===== config.mk =====
export PLATFORM = sky130hd
export DESIGN_NAME = instr_mem_ld_flat
export DESIGN_NICKNAME = d
export VERILOG_FILES = /design/src/rtl/instr_mem_ld_if.sv /design/src/rtl/instr_mem_ld.sv /design/src/flat_wrapper.sv
export SDC_FILE = /design/constraint.sdc
export NUM_CORES = 1
export LEC_CHECK = 0
export CORE_UTILIZATION = 52
export DETAILED_ROUTE_END_ITERATION = 10
export PLACE_DENSITY = 0.8
export SYNTH_ARGS = -nofsm -noshare
export SYNTH_HDL_FRONTEND = slang
export SYNTH_SLANG_ARGS = --single-unit

===== constraint.sdc =====
create_clock -name clk -period 1.7 [get_ports clk]
set_input_delay 0.425 -clock clk [delete_from_list [all_inputs] [get_ports clk]]
set_output_delay 0.425 -clock clk [all_outputs]
set_load 0.1 [all_outputs]

===== src/rtl/instr_mem_ld_if.sv =====
// instr_mem_ld_if: fetch and load ports of instr_mem_ld.
// With IM_PARITY_EN defined it also carries ld_par_inj and par_err.
interface instr_mem_ld_if #(
  parameter int DATA_W = 8,
  parameter int ADDR_W = 2
);
  logic              im_cs;
  logic [ADDR_W-1:0] address;
  logic              fetch_req;
  logic [DATA_W-1:0] data;
  logic              data_valid;
  logic              ld_start;
  logic              ld_valid;
  logic [DATA_W-1:0] ld_data;
  logic              ld_ready;
  logic              ld_done;
  logic              busy;
  logic              loaded;
`ifdef IM_PARITY_EN
  logic              ld_par_inj;
  logic              par_err;
  modport master (
    output im_cs, address, fetch_req, ld_start, ld_valid, ld_data, ld_par_inj,
    input  data, data_valid, ld_ready, ld_done, busy, loaded, par_err
  );
  modport slave (
    input  im_cs, address, fetch_req, ld_start, ld_valid, ld_data, ld_par_inj,
    output data, data_valid, ld_ready, ld_done, busy, loaded, par_err
  );
`else
  modport master (
    output im_cs, address, fetch_req, ld_start, ld_valid, ld_data,
    input  data, data_valid, ld_ready, ld_done, busy, loaded
  );
  modport slave (
    input  im_cs, address, fetch_req, ld_start, ld_valid, ld_data,
    output data, data_valid, ld_ready, ld_done, busy, loaded
  );
`endif
endinterface


===== src/rtl/instr_mem_ld.sv =====
// instr_mem_ld: loadable DEPTH x DATA_W instruction RAM with streaming load FSM and registered fetch.
// Optional macro IM_PARITY_EN adds a stored even-parity bit per word, ld_par_inj and par_err.
module instr_mem_ld #(
  parameter int              DATA_W   = 8,
  parameter int              ADDR_W   = 2,
  parameter logic [DATA_W-1:0] NOP_WORD = '0
) (
  input logic           clk,
  input logic           rst_n,
  instr_mem_ld_if.slave bus
);
  localparam int DEPTH = 2 ** ADDR_W;
`ifdef IM_PARITY_EN
  localparam int MEM_W = DATA_W + 1;
`else
  localparam int MEM_W = DATA_W;
`endif
  typedef enum logic [1:0] {IDLE, LOAD, DONE} state_t;
  state_t            r_state;
  logic [ADDR_W-1:0] r_ld_addr;
  logic [MEM_W-1:0]  r_mem [DEPTH];
  logic [DATA_W-1:0] r_data;
  logic              r_data_valid;
  logic              r_ld_ready;
  logic              r_ld_done;
  logic              r_busy;
  logic              r_loaded;
  logic              w_serve;
  logic              w_wr;
  logic [MEM_W-1:0]  w_wr_word;
  logic [MEM_W-1:0]  w_rd_word;
  // Fetches are served only from a completely loaded RAM while no load is in flight
  assign w_serve   = bus.im_cs && r_loaded && r_state == IDLE;
  assign w_wr      = r_state == LOAD && bus.ld_valid;
  assign w_rd_word = r_mem[bus.address];
`ifdef IM_PARITY_EN
  logic r_par_err;
  assign w_wr_word   = {(^bus.ld_data) ^ bus.ld_par_inj, bus.ld_data};
  assign bus.par_err = r_par_err;
  always_ff @(posedge clk or negedge rst_n)
    if (!rst_n) r_par_err <= 1'b0;
    else        r_par_err <= bus.fetch_req && w_serve && (^w_rd_word);
`else
  assign w_wr_word = bus.ld_data;
`endif
  always_ff @(posedge clk)
    if (w_wr) r_mem[r_ld_addr] <= w_wr_word;
  always_ff @(posedge clk or negedge rst_n)
    if (!rst_n) begin
      r_state      <= IDLE;
      r_ld_addr    <= '0;
      r_data       <= NOP_WORD;
      r_data_valid <= 1'b0;
      r_ld_ready   <= 1'b0;
      r_ld_done    <= 1'b0;
      r_busy       <= 1'b0;
      r_loaded     <= 1'b0;
    end else begin
      r_data_valid <= bus.fetch_req;
      if (bus.fetch_req) r_data <= w_serve ? w_rd_word[DATA_W-1:0] : NOP_WORD;
      r_ld_done <= 1'b0;
      case (r_state)
        IDLE: if (bus.ld_start) begin
          r_state    <= LOAD;
          r_ld_addr  <= '0;
          r_loaded   <= 1'b0;
          r_ld_ready <= 1'b1;
          r_busy     <= 1'b1;
        end
        LOAD: if (bus.ld_valid) begin
          r_ld_addr <= r_ld_addr + 1'b1;
          if (&r_ld_addr) begin
            r_state    <= DONE;
            r_ld_ready <= 1'b0;
            r_ld_done  <= 1'b1;
            r_loaded   <= 1'b1;
          end
        end
        default: begin
          r_state <= IDLE;
          r_busy  <= 1'b0;
        end
      endcase
    end
  assign bus.data       = r_data;
  assign bus.data_valid = r_data_valid;
  assign bus.ld_ready   = r_ld_ready;
  assign bus.ld_done    = r_ld_done;
  assign bus.busy       = r_busy;
  assign bus.loaded     = r_loaded;
endmodule


===== src/flat_wrapper.sv =====
// flat-port wrapper written by rule: the top's interface ports become plain ports
module instr_mem_ld_flat 
#(
  parameter int              DATA_W   = 8,
  parameter int              ADDR_W   = 2,
  parameter logic [DATA_W-1:0] NOP_WORD = '0
)
  (clk, rst_n, bus_im_cs, bus_address, bus_fetch_req, bus_ld_start, bus_ld_valid, bus_ld_data, bus_data, bus_data_valid, bus_ld_ready, bus_ld_done, bus_busy, bus_loaded);
  instr_mem_ld_if #(.DATA_W(DATA_W), .ADDR_W(ADDR_W)) bus_i ();
  input logic clk;
  input logic rst_n;
  input wire logic [$bits(bus_i.im_cs)-1:0] bus_im_cs;
  input wire logic [$bits(bus_i.address)-1:0] bus_address;
  input wire logic [$bits(bus_i.fetch_req)-1:0] bus_fetch_req;
  input wire logic [$bits(bus_i.ld_start)-1:0] bus_ld_start;
  input wire logic [$bits(bus_i.ld_valid)-1:0] bus_ld_valid;
  input wire logic [$bits(bus_i.ld_data)-1:0] bus_ld_data;
  output wire logic [$bits(bus_i.data)-1:0] bus_data;
  output wire logic [$bits(bus_i.data_valid)-1:0] bus_data_valid;
  output wire logic [$bits(bus_i.ld_ready)-1:0] bus_ld_ready;
  output wire logic [$bits(bus_i.ld_done)-1:0] bus_ld_done;
  output wire logic [$bits(bus_i.busy)-1:0] bus_busy;
  output wire logic [$bits(bus_i.loaded)-1:0] bus_loaded;
  assign bus_i.im_cs = bus_im_cs;
  assign bus_i.address = bus_address;
  assign bus_i.fetch_req = bus_fetch_req;
  assign bus_i.ld_start = bus_ld_start;
  assign bus_i.ld_valid = bus_ld_valid;
  assign bus_i.ld_data = bus_ld_data;
  assign bus_data = bus_i.data;
  assign bus_data_valid = bus_i.data_valid;
  assign bus_ld_ready = bus_i.ld_ready;
  assign bus_ld_done = bus_i.ld_done;
  assign bus_busy = bus_i.busy;
  assign bus_loaded = bus_i.loaded;
  instr_mem_ld #(.DATA_W(DATA_W), .ADDR_W(ADDR_W), .NOP_WORD(NOP_WORD)) u_core (.clk(clk), .rst_n(rst_n), .bus(bus_i));
endmodule

==> run summary <==
Status - finished, final reports clean
Yosys warnings - 0
Die Ht - 63.0 um
Post-Syn Instances - 120
Hold Fails Final Rpt - 0
Synth Cell Area - 1930 um^2
Slew @ Worst Pin - 0.399 ns
Largest net degree at the start of global routing - 18
WS Path Type - in2reg
RSZ-0062 raised after global routing - false
DRC viols - 0
Register-to-register path setup slack - 0.24 ns
Worst path cell trace - clkdlybuf4s50_1 > buf_12 > mux4_2 > inv_1 > o22ai_1
Initial antenna violation count - 0
Root Driver - clkbuf_8
CP Max Fanout - 8
Syn nets - 141
Top Ports - 29
Clock buffer depth - 2
Layout cell share with drive strength beyond 1 - 21.7%
Die area - 3960 um^2
Critical Path RT - 1.86 ns
Cells on worst reg2reg path - 3
Internal Pwr Total - 2.38 mW
Row Count - 21
Core area - 3440 um^2
Remaining global-route overflow - 0
CTS sink cnt - 49
Crit end category - register
Synth cell types - 24
Yosys reg bits - 49
Sequential-to-total area share from yosys stat - 71.8%
Commonest non-fill, non-tap cell in the layout - edfxtp_1
Starting Density - 56.1%
DRT iter0 DRCs - 77
CTS tree - yes
Worst ir drop on vdd - 0.702 mV
R2r startpoint - u_core.r_state[1]$_DFFE_PN0P_
DRT antenna net count - 0
Vias per cell - 5.43
Die X - 63.0 um
Fin crit share - 92.0%
Syn_area_per_cell - 16.1 um^2
Sequential power share - 46.3%
Drt total wl - 3540 um
Reg-to-Reg End - u_core.r_mem[0][1]$_DFFE_PP_
Sw Ratio - 35.8%
Power share of the clock group - 16.8%
Psw - 1.33 mW
Pleak - 1.03 nW
Worst Skew - 0.00799 ns
Port buffer count - 28
Worst hold path type - in2async
First-pass GRT wire length - 5890 um
Post_cts resized - 0
H-tree depth - 2
Clock Pin Slew Worst Setup and Hold Paths - 0.08 ns
Vias - 1123
Critical Path Max Stage Delay - 0.51 ns
Delay-heaviest family, CP - buffers and inverters
Comb pwr share - 36.9%
Num CTS Buffers - 5
Setup_tns - 0 ns
Fmax - 640 MHz
Pins Over Slew Limit - 0
Headroom to the max-slew limit - 73.3%
Nets - 181
Clock Latency Late Sink - 0.30 ns
Total GRT Usage - 20.7%
Endpoints failing setup - 0
Most frequent cells in the layout - edfxtp_1 (32), inv_1 (20), buf_12 (19)
Slowest CP cell - mux4_2
Gpl congestion - 0.722
Setup bufs post-CTS - 0
Vias in the first global route - 1146
Mean routed wirelength per cell - 17.1 um
PD cells - 1430 nW/um^2
Antenna Cells - 0
CP arrival - 1.72 ns
DRT Pass-1 Iters - 4
CP Buf/Inv Count - 3
Critical path launch point type - input pin
P&R area growth vs syn - 34.5%
Crit path time final - 1.56 ns
Max-cap violations - 0
CTS hold repair buffers - 0
Overall power - 3.70 mW
-- final cells by class --
class,count,area [um^2]
inverter,20,75.1
sequential,49,1390
tap,46,57.6
fill,185,845
multi-input combinational,47,445
timing repair buffer,37,553
clock buffer,7,76.3
clock inverter,1,3.75
-- cell families after synthesis --
| group | synth area share (%) |
|---|---|
| DFF | 71.8 |
| adders and majority gates | 3.24 |
| and+or+nand+nor | 4.21 |
| AOI/OAI and AO/OA | 6.28 |
| muxes | 9.33 |
| buffers and inverters | 5.18 |
-- registers in the layout, summed over array words and instances, names as in the netlist --
register	cells
u_core.bus.loaded	1
u_core.bus.busy	1
u_core.bus.data	8
u_core.bus.ld_ready	1
u_core.r_ld_addr	2
u_core.bus.data_valid	1
u_core.r_mem	32
u_core.bus.ld_done	1
u_core.r_state	2
-- stage by stage --
step	util, %	std cells	cell area (um^2)	setup slack, ns	hold WS (ns)
2_1_floorplan	-	120	1930	0.0621	0.129
3_3_place_gp	73.1	199	2520	-0.158	0.526
3_5_place_dp	73.1	199	2520	-0.173	0.546
4_1_cts	75.5	207	2600	0.142	0.452
5_1_grt	75.5	207	2600	0.105	0.473
6_report	75.5	207	2600	0.137	0.451
-- power groups by stage --
stage / Sequential [mW] / Combinational [mW] / Clock [mW]
finish: 1.71 / 1.37 / 0.621
global route: 1.74 / 1.44 / 0.675
CTS: 1.71 / 1.38 / 0.641
detailed placement: 1.74 / 1.38 / 0
global placement: 1.71 / 1.33 / 0
floorplan: 2.09 / 0.379 / 0
-- routing by layer --
metal / track usage [%] / share of wire (%) / vias up
met3: 4.74 / 4.8 / 5
met2: 34.0 / 52 / 36
met5: 0 / 0 / -
met1: 27.1 / 42 / 563
li1: - / - / 519
met4: 6.98 / 1.3 / 0
-- cells in the mapped netlist, drive strengths merged --
library cell	number	share of area, %
buf	1	0.58
inv	20	3.9
a22o	1	0.45
clkbuf	3	0.71
o21ai	3	0.78
a2bb2oi	1	0.45
nand4	1	0.32
a21oi	2	0.52
o22ai	8	2.6
ha	5	3.2
and3	5	1.6
nor2	2	0.39
edfxtp	32	50
o21bai	2	0.78
a31oi	1	0.32
nor2b	1	0.32
and2b	1	0.39
a22oi	1	0.39
nor3	1	0.26
nand2	3	0.58
nand2b	1	0.32
dfrtp	17	22
mux4	8	9.3
-- worst max-delay path by stage --
| stage | from | end | slack [ns] | cells after the start |
|---|---|---|---|---|
| 6_report | bus_address[0] | u_core.bus.data[3]$_DFFE_PN0P_ | 0.14 | 5 |
| 5_1_grt | bus_address[0] | u_core.bus.data[3]$_DFFE_PN0P_ | 0.11 | 5 |
| 4_1_cts | bus_address[0] | u_core.bus.data[3]$_DFFE_PN0P_ | 0.14 | 5 |
| 3_5_place_dp | bus_address[0] | u_core.bus.data[3]$_DFFE_PN0P_ | -0.17 | 5 |
| 3_3_place_gp | bus_address[0] | u_core.bus.data[3]$_DFFE_PN0P_ | -0.16 | 5 |
| 2_1_floorplan | u_core.bus.loaded$_DFFE_PN0P_ | u_core.bus.data[0]$_DFFE_PN0P_ | 0.06 | 2 |
Note: power is estimated with default switching activity, not from simulation.
